===== config.mk =====
export PLATFORM = sky130hd
export DESIGN_NAME = hvsync_generator
export DESIGN_NICKNAME = d
export VERILOG_FILES = /design/src/rtl/hvsync_pkg.sv /design/src/rtl/hvsync_axis.sv /design/src/rtl/hvsync_generator.sv
export SDC_FILE = /design/constraint.sdc
export NUM_CORES = 1
export LEC_CHECK = 0
export BUFFER_PORTS_ARGS = -buffer_cell sky130_fd_sc_hd__buf_4
export CORE_MARGIN = 3
export CORE_UTILIZATION = 45
export CTS_CLUSTER_DIAMETER = 80
export DETAILED_ROUTE_END_ITERATION = 7
export PLACE_DENSITY_LB_ADDON = 0.1
export SYNTH_ARGS = -nofsm -noshare
export SYNTH_HDL_FRONTEND = slang
export SYNTH_HIERARCHICAL = 1
export SYNTH_SLANG_ARGS = --single-unit

===== constraint.sdc =====
create_clock -name clk -period 3.5 [get_ports clk]
set_input_delay 0.525 -clock clk [delete_from_list [all_inputs] [get_ports clk]]
set_output_delay 0.525 -clock clk [all_outputs]
set_load 0.01 [all_outputs]

===== src/rtl/hvsync_pkg.sv =====
// Shared timing defaults and coordinate type for the VGA sync generator.
// Defining HVSYNC_ACTIVE_HIGH_EN makes hsync/vsync active-high; by default they are active-low.
package hvsync_pkg;

    typedef logic [9:0] coord_t;

    localparam int H_DISPLAY_DEF = 640;
    localparam int H_FRONT_DEF   = 16;
    localparam int H_SYNC_DEF    = 96;
    localparam int H_BACK_DEF    = 48;
    localparam int V_DISPLAY_DEF = 480;
    localparam int V_FRONT_DEF   = 10;
    localparam int V_SYNC_DEF    = 2;
    localparam int V_BACK_DEF    = 33;

    localparam int H_TOTAL_DEF = H_DISPLAY_DEF + H_FRONT_DEF + H_SYNC_DEF + H_BACK_DEF;
    localparam int V_TOTAL_DEF = V_DISPLAY_DEF + V_FRONT_DEF + V_SYNC_DEF + V_BACK_DEF;

`ifdef HVSYNC_ACTIVE_HIGH_EN
    localparam logic SYNC_ACTIVE = 1'b1;
`else
    localparam logic SYNC_ACTIVE = 1'b0;
`endif
    localparam logic SYNC_IDLE = ~SYNC_ACTIVE;

endpackage


===== src/rtl/hvsync_axis.sv =====
// One timing axis: wrapping position counter with sync-pulse and visible-window decode.
// Sync polarity follows HVSYNC_ACTIVE_HIGH_EN through hvsync_pkg.
module hvsync_axis
    import hvsync_pkg::*;
#(
    parameter int DISPLAY = H_DISPLAY_DEF,
    parameter int FRONT   = H_FRONT_DEF,
    parameter int SYNC    = H_SYNC_DEF,
    parameter int BACK    = H_BACK_DEF
) (
    input  logic       clk,
    input  logic       rst_n,
    input  logic       en,
    output logic [9:0] pos,
    output logic       sync,
    output logic       active,
    output logic       wrap
);

    localparam int     TOTAL      = DISPLAY + FRONT + SYNC + BACK;
    localparam coord_t LAST       = coord_t'(TOTAL - 1);
    localparam coord_t SYNC_FIRST = coord_t'(DISPLAY + FRONT);
    localparam coord_t SYNC_LAST  = coord_t'(DISPLAY + FRONT + SYNC - 1);
    localparam coord_t DISP_END   = coord_t'(DISPLAY);

    coord_t pos_nxt;
    logic   sync_nxt;

    always_comb begin
        pos_nxt = pos;
        wrap    = en && (pos == LAST);
        if (en) begin
            pos_nxt = (pos == LAST) ? '0 : pos + 10'd1;
        end
        sync_nxt = ((pos_nxt >= SYNC_FIRST) && (pos_nxt <= SYNC_LAST)) ? SYNC_ACTIVE : SYNC_IDLE;
    end

    assign active = (pos < DISP_END);

    // NOTE: sync is decoded from pos_nxt, so the flop lands on the same edge as the
    // counter it describes -- zero latency and no combinational glitches on the pin.
    always_ff @(posedge clk or negedge rst_n) begin
        if (!rst_n) begin
            pos  <= '0;
            sync <= SYNC_IDLE;
        end else begin
            pos  <= pos_nxt;
            sync <= sync_nxt;
        end
    end

endmodule


===== src/rtl/hvsync_generator.sv =====
// VGA-style raster timing generator: horizontal axis counts pixels, vertical axis counts lines.
// Defining HVSYNC_ACTIVE_HIGH_EN inverts hsync/vsync polarity.
module hvsync_generator
    import hvsync_pkg::*;
#(
    parameter int H_DISPLAY = H_DISPLAY_DEF,
    parameter int H_FRONT   = H_FRONT_DEF,
    parameter int H_SYNC    = H_SYNC_DEF,
    parameter int H_BACK    = H_BACK_DEF,
    parameter int V_DISPLAY = V_DISPLAY_DEF,
    parameter int V_FRONT   = V_FRONT_DEF,
    parameter int V_SYNC    = V_SYNC_DEF,
    parameter int V_BACK    = V_BACK_DEF
) (
    input  logic       clk,
    input  logic       rst_n,
    output logic       hsync,
    output logic       vsync,
    output logic       display_on,
    output logic [9:0] hpos,
    output logic [9:0] vpos
);

    logic h_active;
    logic v_active;
    logic h_wrap;

    hvsync_axis #(
        .DISPLAY (H_DISPLAY),
        .FRONT   (H_FRONT),
        .SYNC    (H_SYNC),
        .BACK    (H_BACK)
    ) u_h_axis (
        .clk    (clk),
        .rst_n  (rst_n),
        .en     (1'b1),
        .pos    (hpos),
        .sync   (hsync),
        .active (h_active),
        .wrap   (h_wrap)
    );

    // The vertical axis advances only on the clock where the line wraps.
    hvsync_axis #(
        .DISPLAY (V_DISPLAY),
        .FRONT   (V_FRONT),
        .SYNC    (V_SYNC),
        .BACK    (V_BACK)
    ) u_v_axis (
        .clk    (clk),
        .rst_n  (rst_n),
        .en     (h_wrap),
        .pos    (vpos),
        .sync   (vsync),
        .active (v_active),
        .wrap   ()
    );

    assign display_on = h_active && v_active;

endmodule


==> results list, run 1 <==
- The run finished with clean final reports.
- Setup Buffers After CTS: 0
- Highest fanout seen on the critical path: 14
- At the worst endpoint, the arrival time is 3370 ps.
- Clock latency on the worst-skew pair, taken at its later pin, is 320 ps.
* Total detailed-routing wirelength: 2760 um
- Sequential area share after synthesis: 41.2%
- Final setup violating endpoints: 0
- Of the total power, registers draw 45.5%.
- After routing, the total negative slack on setup checks comes to 0 ps.
* Detailed Place HPWL: 1980 um
- After clock tree synthesis, the clock-pin slew on the worst setup and hold paths is 140 ps.
- First-pass detailed-route iteration total: 4
* Leakage: 0.699 nW
- The tightest hold path in the finished design has a slack of 64.1 ps.
* Residual DRC: 0
- Largest net degree at the start of global routing: 23
- Worst clock skew: 16.7 ps
* Fraction of synthesis flops using an asynchronous set or reset pin: 100%
- Setup WS post-layout: 367 ps
- Floorplan die width: 60.6 um
- Number of max-cap violations: 0
* Number of DRC violations after detailed-routing iteration 0: 38
* Placed insts: 183
- Wire segments on met2 add up to 1210 um in the final route.
* VDD IR max: 0.318 mV
- Post-synthesis cell type with the largest combined area: dfrtp_1
* Crit share post-route: 89.5%
- Type of destination of the critical path: flop
- Crit Path Category: reg -> reg
* Mapped cell area: 0.00134 mm2
- The internal portion of the total power is 0.525 mW.
- Counting I/O delays and the setup requirement, the final critical path takes 3130 ps.
* Area share of the largest cell type after synthesis: 37.3%
- Once layout is complete, the utilization of the core stands at 55.3%.
* Power Density: 508 mW/mm2
- Post-detailed-route count of antenna-violating nets: 0
- Total via count in the routed design: 1,043
- 0 antenna diodes ended up in the layout.
- The floorplan has 19 rows.
* Switching power total: 0.264 mW
- In this run the worst hold path is classified as in -> async.
- #FFs+latches synth: 22
* Wire length of the first global-routing pass: 4670 um
- GPL Wtd Cong: 0.900
- EDFF count, synth: 0
- Number of distinct library cells after synthesis: 42
- Setup repair after global routing left no endpoint under its margin.
- Port-buffer cells: 24
- Number of cells upsized or downsized after cts: 0
* Per-cell via count in the routed design: 5.58
- Final net count: 162
- After detailed routing, the met3 layer carries 114 um of wire.
- Effective utilization at floorplan: 47.8%
* Comb power frac: 29.2%
- The total overflow left after global routing is 0.
* Normalized max-slew margin: 47.7%
* Placeable core region: 0.00281 mm2
* Number of buffers on the longest clock path: 2
* TritonCTS clock tree: yes
- Among all cell types in the netlist, the one instantiated most often is dfrtp_1.
- At the placement stage, the worst setup path has a slack of 440 ps.
- Average wire length per cell after detail routing: 14.8 um
- Clock network fraction of design power: 25.2%
- Number of slew-limit violations in the final report: 0
- For the pin with the worst max-slew slack, the measured transition is 782 ps.
- Cell area after layout: 0.00155 mm2
- Hold repair after CTS inserted 0 buffers.
- The number of nets in the synthesized netlist is 142.
- Vias in the first global route: 1,029
- The most used flip-flop cell after synthesis is dfrtp_1.
- The highest metal layer carrying signal wires in the routed design is met4.
- Clock root buffer master: clkbuf_4
- STA classifies the critical path startpoint as a flop.
- Global routing consumed, over all layers together, 17.0% of the routing resources.
- Achievable clock frequency: 319 MHz
* Final std cells w/o fill: 187
- The die is 60.6 um tall.
- Most frequent cells after synthesis: dfrtp_1 (20), nor2_1 (14), nand2_1 (11), xnor2_1 (11)
- CTS H-Tree Depth: 1
* Synthesis Warnings: 6
- Met1 Wirelength: 1420 um
- Counting the buffers created by CTS gives 3.
- The floorplan step defined a die boundary enclosing 0.00367 mm2.
* Gate count of the mapped netlist: 137
- Average cell area after synthesis: 9.79 um2
- The hold violation count in the final report was 0.
- By area the synthesized netlist is led by dfrtp_1 (37%), xnor2_1 (7.2%), dfstp_2 (3.9%).
- After detailed placement, the total cell area comes to 0.00150 mm2.
- 25 I/O pins were placed.
- The initial antenna violation count is 0.
* Number of clock sinks: 22
- Net switching is 33.5% of the power.
- Total power: 0.789 mW
- Synthesis-to-finish area growth: 15.7%
* Crit path required time: 3730 ps
- Cells with a size suffix above 1 make up 27.6% of the layout.
-- worst max-delay path: stages, from the launching register on --
cell and delay (ps):
dfrtp_1 450, ha_1 230, nor3b_1 200, nand4_1 120
nor2_1 630, and3_1 340, nand2_2 80, nor4b_4 400
nor2_2 90, or4_1 520
-- layer usage --
| layer | up-vias | global-route usage [%] |
|---|---|---|
| met4 | 0 | 6.50 |
| met3 | 2 | 2.55 |
| li1 | 524 | - |
| met2 | 33 | 26.3 |
| met1 | 484 | 23.9 |
| met5 | - | 0 |
-- cell type report --
| class | instances | area (um2) |
|---|---|---|
| clock buffers | 3 | 22.5 |
| inverters | 4 | 15.0 |
| repair buffers | 24 | 180 |
| fillers | 244 | 1250 |
| flip-flops and latches | 22 | 553 |
| well taps | 31 | 38.8 |
| clock inverters | 1 | 30.0 |
| multi-input cells | 102 | 712 |
-- registers in the layout (all words and copies together) (netlist names) --
signal and cells:
u_h_axis/pos 10, u_v_axis/pos 10, u_h_axis/sync 1, u_v_axis/sync 1
-- logic make-up (layout without fill, tap and decap cells) --
logic type	Yosys count	count (layout)	share of synthesized area, %
multiplexers	1	1	0.746
AO/OA/AOI/OAI	18	18	10.2
adder cells (fa/ha/maj)	3	3	2.80
XOR/XNOR	17	17	11.1
buffers and inverters	13	32	5.69
other	1	1	0.280
AND/OR/NAND/NOR	62	62	28.0
flip-flops	22	22	41.2
-- path summary, 6_finish.rpt --
kind | startpoint | to | slack [ps] | depth (start not counted)
setup / recovery | u_h_axis/pos[0] | u_v_axis/sync | 370 | 9
hold / removal | rst_n | u_h_axis/pos[2] | 60 | 1
setup reg to reg | u_h_axis/pos[0] | u_v_axis/sync | 370 | 9
hold reg to reg | u_h_axis/pos[2] | u_h_axis/pos[2] | 610 | 1
max in group asynchronous | rst_n | u_v_axis/sync | 3140 | 1
min in group clk | u_h_axis/pos[2] | u_h_axis/pos[2] | 610 | 1
-- power by group through the flow --
stage	Clock, mW	Combinational [mW]	Sequential, mW
2_1_floorplan	0	0.140	0.364
3_3_place_gp	0	0.230	0.363
3_5_place_dp	0	0.231	0.364
4_1_cts	0.204	0.232	0.360
5_1_grt	0.216	0.255	0.371
6_report	0.199	0.231	0.359
-- cells in the final DEF, fill, tap and decap left out, drive strengths merged --
cell,Yosys,layout
ha,3,3
a41o,1,1
and4,1,1
dfstp,2,2
nand2b,1,1
nor2,15,15
o31ai,2,2
o32ai,1,1
xor2,6,6
inv,4,4
a31oi,2,2
mux2i,1,1
nor2b,2,2
dfrtp,20,20
nand2,13,13
buf,7,24
conb,1,1
and3,4,4
clkbuf,2,3
xnor2,11,11
and4b,1,1
or3,1,1
nor3,4,4
a22oi,2,2
nand4,7,7
a31o,1,1
nand3,5,5
o2bb2ai,1,1
and2,2,2
or4,2,2
nor4b,2,2
a21oi,5,5
o21ai,3,3
nor3b,2,2
bufinv,0,1
(Power assumes the default switching activity.)
==> run 2, diff against run 1 <==
- CORE_UTILIZATION: 45 -> 40
- clock period: 3.5 -> 2.85 ns (I/O delays scaled with it)
==> results list, run 2 (synthesized netlist as in run 1, its figures left out) <==
- Antenna violations before repair: 0
- Across the run, the number of max-cap violations was 0.
- GPL Wtd Cong: 0.766
* Largest net degree at the start of global routing: 23
- The first routing iteration left 47 violations.
- GRT Total Usage: 15.0%
- Number of buffers created by CTS: 3
* Power Density: 569 mW/mm2
- In this run the worst path has a maximum fanout of 5.
* Average wire length per cell after detail routing: 13.9 um
- Setup repair after global routing left no endpoint under its margin.
- Placeable core region: 0.00313 mm2
* Total detailed-routing wirelength: 2830 um
- In the final layout, the registers with the most flip-flops are u_h_axis/pos: 10 flops, u_v_axis/pos: 10 flops.
- Effective utilization at floorplan: 42.9%
- The library cells used most frequently in the layout, excluding fill and tap cells, are buf_4 (26), dfrtp_1 (20), nor2_1 (14).
- I/O Pins: 25
* Type of destination of the critical path: flop
- Leakage: 0.707 nW
- The tightest hold path in the finished design has a slack of 532 ps.
- Sort of element at the start of the critical path: flop
- Overall overflow remaining after global route: 0
- Final net count: 165
- In this run the tool buffered the top-level ports with 24 buffer cells.
- Hold Vio Cnt, Final: 0
* Clock root buffer master: clkbuf_4
* Data arrival time at the worst-slack endpoint: 2750 ps
- Full die area: 0.00408 mm2
* Crit path required time: 3080 ps
- Crit Path Category: reg -> reg
- IR analysis of the VDD net gives a maximum drop of 0.433 mV.
* Antenna diode instance count: 0
- In the finished design, the share of the clock period the worst path needs comes to 88.4%.
- Final setup violating endpoints: 0
- First-pass detailed-route iteration total: 4
- Number of slew-limit violations in the final report: 0
* Residual DRC: 0
- The die is 63.9 um tall.
- For this block, the via count after detailed routing is 1,062.
- The first global-routing pass estimated 4810 um of wire.
- Worst-case register-to-register setup slack: 330 ps
- Util after Layout: 50.4%
* Clock edge transition at the registers on the reported setup and hold paths: 110 ps
- The worst path needs 2520 ps of the cycle, external delays included.
- For the worst-skew pair, the clock arrives at the later sink with an insertion delay of 300 ps.
* Number of buffers on the longest clock path: 2
- Measured along the x axis, the die boundary spans 63.9 um.
* Path class of the lowest-slack min-delay path: in -> async
- Number of placement rows: 20
- TNS Setup: 0 ps
* Per-cell via count in the routed design: 5.23
- Leaving out fill and tap cells, the most frequent cell in the layout is buf_4.
* Post-detailed-route count of antenna-violating nets: 0
- Number of clock sinks: 22
- Achievable clock frequency: 397 MHz
* TritonCTS clock tree: yes
* Detailed Place HPWL: 2060 um
- Of the cells placed in the final design, the portion with a size suffix greater than 1 is 28.3%.
- CTS H-Tree Depth: 1
* Worst clock skew: 2.27 ps
* Setup Buffers After CTS: 0
- Vias in the first global route: 1,012
- Synthesis-to-finish area growth: 17.5%
* Outcome: finished, final reports clean
* Total power: 0.898 mW
-- run 2: timing repair --
action,4_1_cts,5_1_grt
hold buffers,1,0
resized for setup,0,0
hold endpoints to repair,20,0
-- run 2: metrics by stage --
step | cells | area [um2] | worst slack, ps
finish | 203 | 1580 | 330
global route | 203 | 1580 | 165
CTS | 203 | 1580 | 329
detailed placement | 198 | 1530 | 370
global placement | 198 | 1530 | 458
floorplan | 137 | 1340 | 208
-- run 2: final timing paths --
check | from | endpoint | depth (start not counted)
hold / removal | rst_n | u_h_axis/pos[4] | 2
setup / recovery | u_h_axis/pos[0] | u_v_axis/sync | 9
min in group clk | u_h_axis/pos[6] | u_h_axis/pos[6] | 1
hold reg to reg | u_h_axis/pos[6] | u_h_axis/pos[6] | 1
setup reg to reg | u_h_axis/pos[0] | u_v_axis/sync | 9
max in group asynchronous | rst_n | u_v_axis/sync | 2
-- run 2: where the power goes --
group / internal (mW) / leakage (nW) / switching (mW)
clock network: 0.0780 / 0.0210 / 0.0901
registers: 0.360 / 0.284 / 0.0842
logic: 0.143 / 0.403 / 0.142
total: 0.581 / 0.707 / 0.317
-- run 2: routing by layer --
metal	vias up	global-route usage, %	part of all wire, %
met4	0	2.43	0.64
met3	2	4.57	4.6
met5	-	0	0
met2	26	23.5	45
li1	523	-	-
met1	511	20.5	50
-- run 2: worst max-delay path, cell delays in order (launching register included) --
cell,delay [ps]
dfrtp_1,440
ha_1,240
nor3b_1,190
nand4_1,120
nor2_1,250
and3_1,270
nand2_2,80
nor4b_4,260
nor2_2,80
or4_1,530
-- run 2: final cells by class --
type,count,area [um2]
inverter,4,15.0
multi-input combinational,102,712
clock buffer,4,36.3
fill,320,1550
tap,44,55.1
sequential,22,553
timing repair buffer,27,205
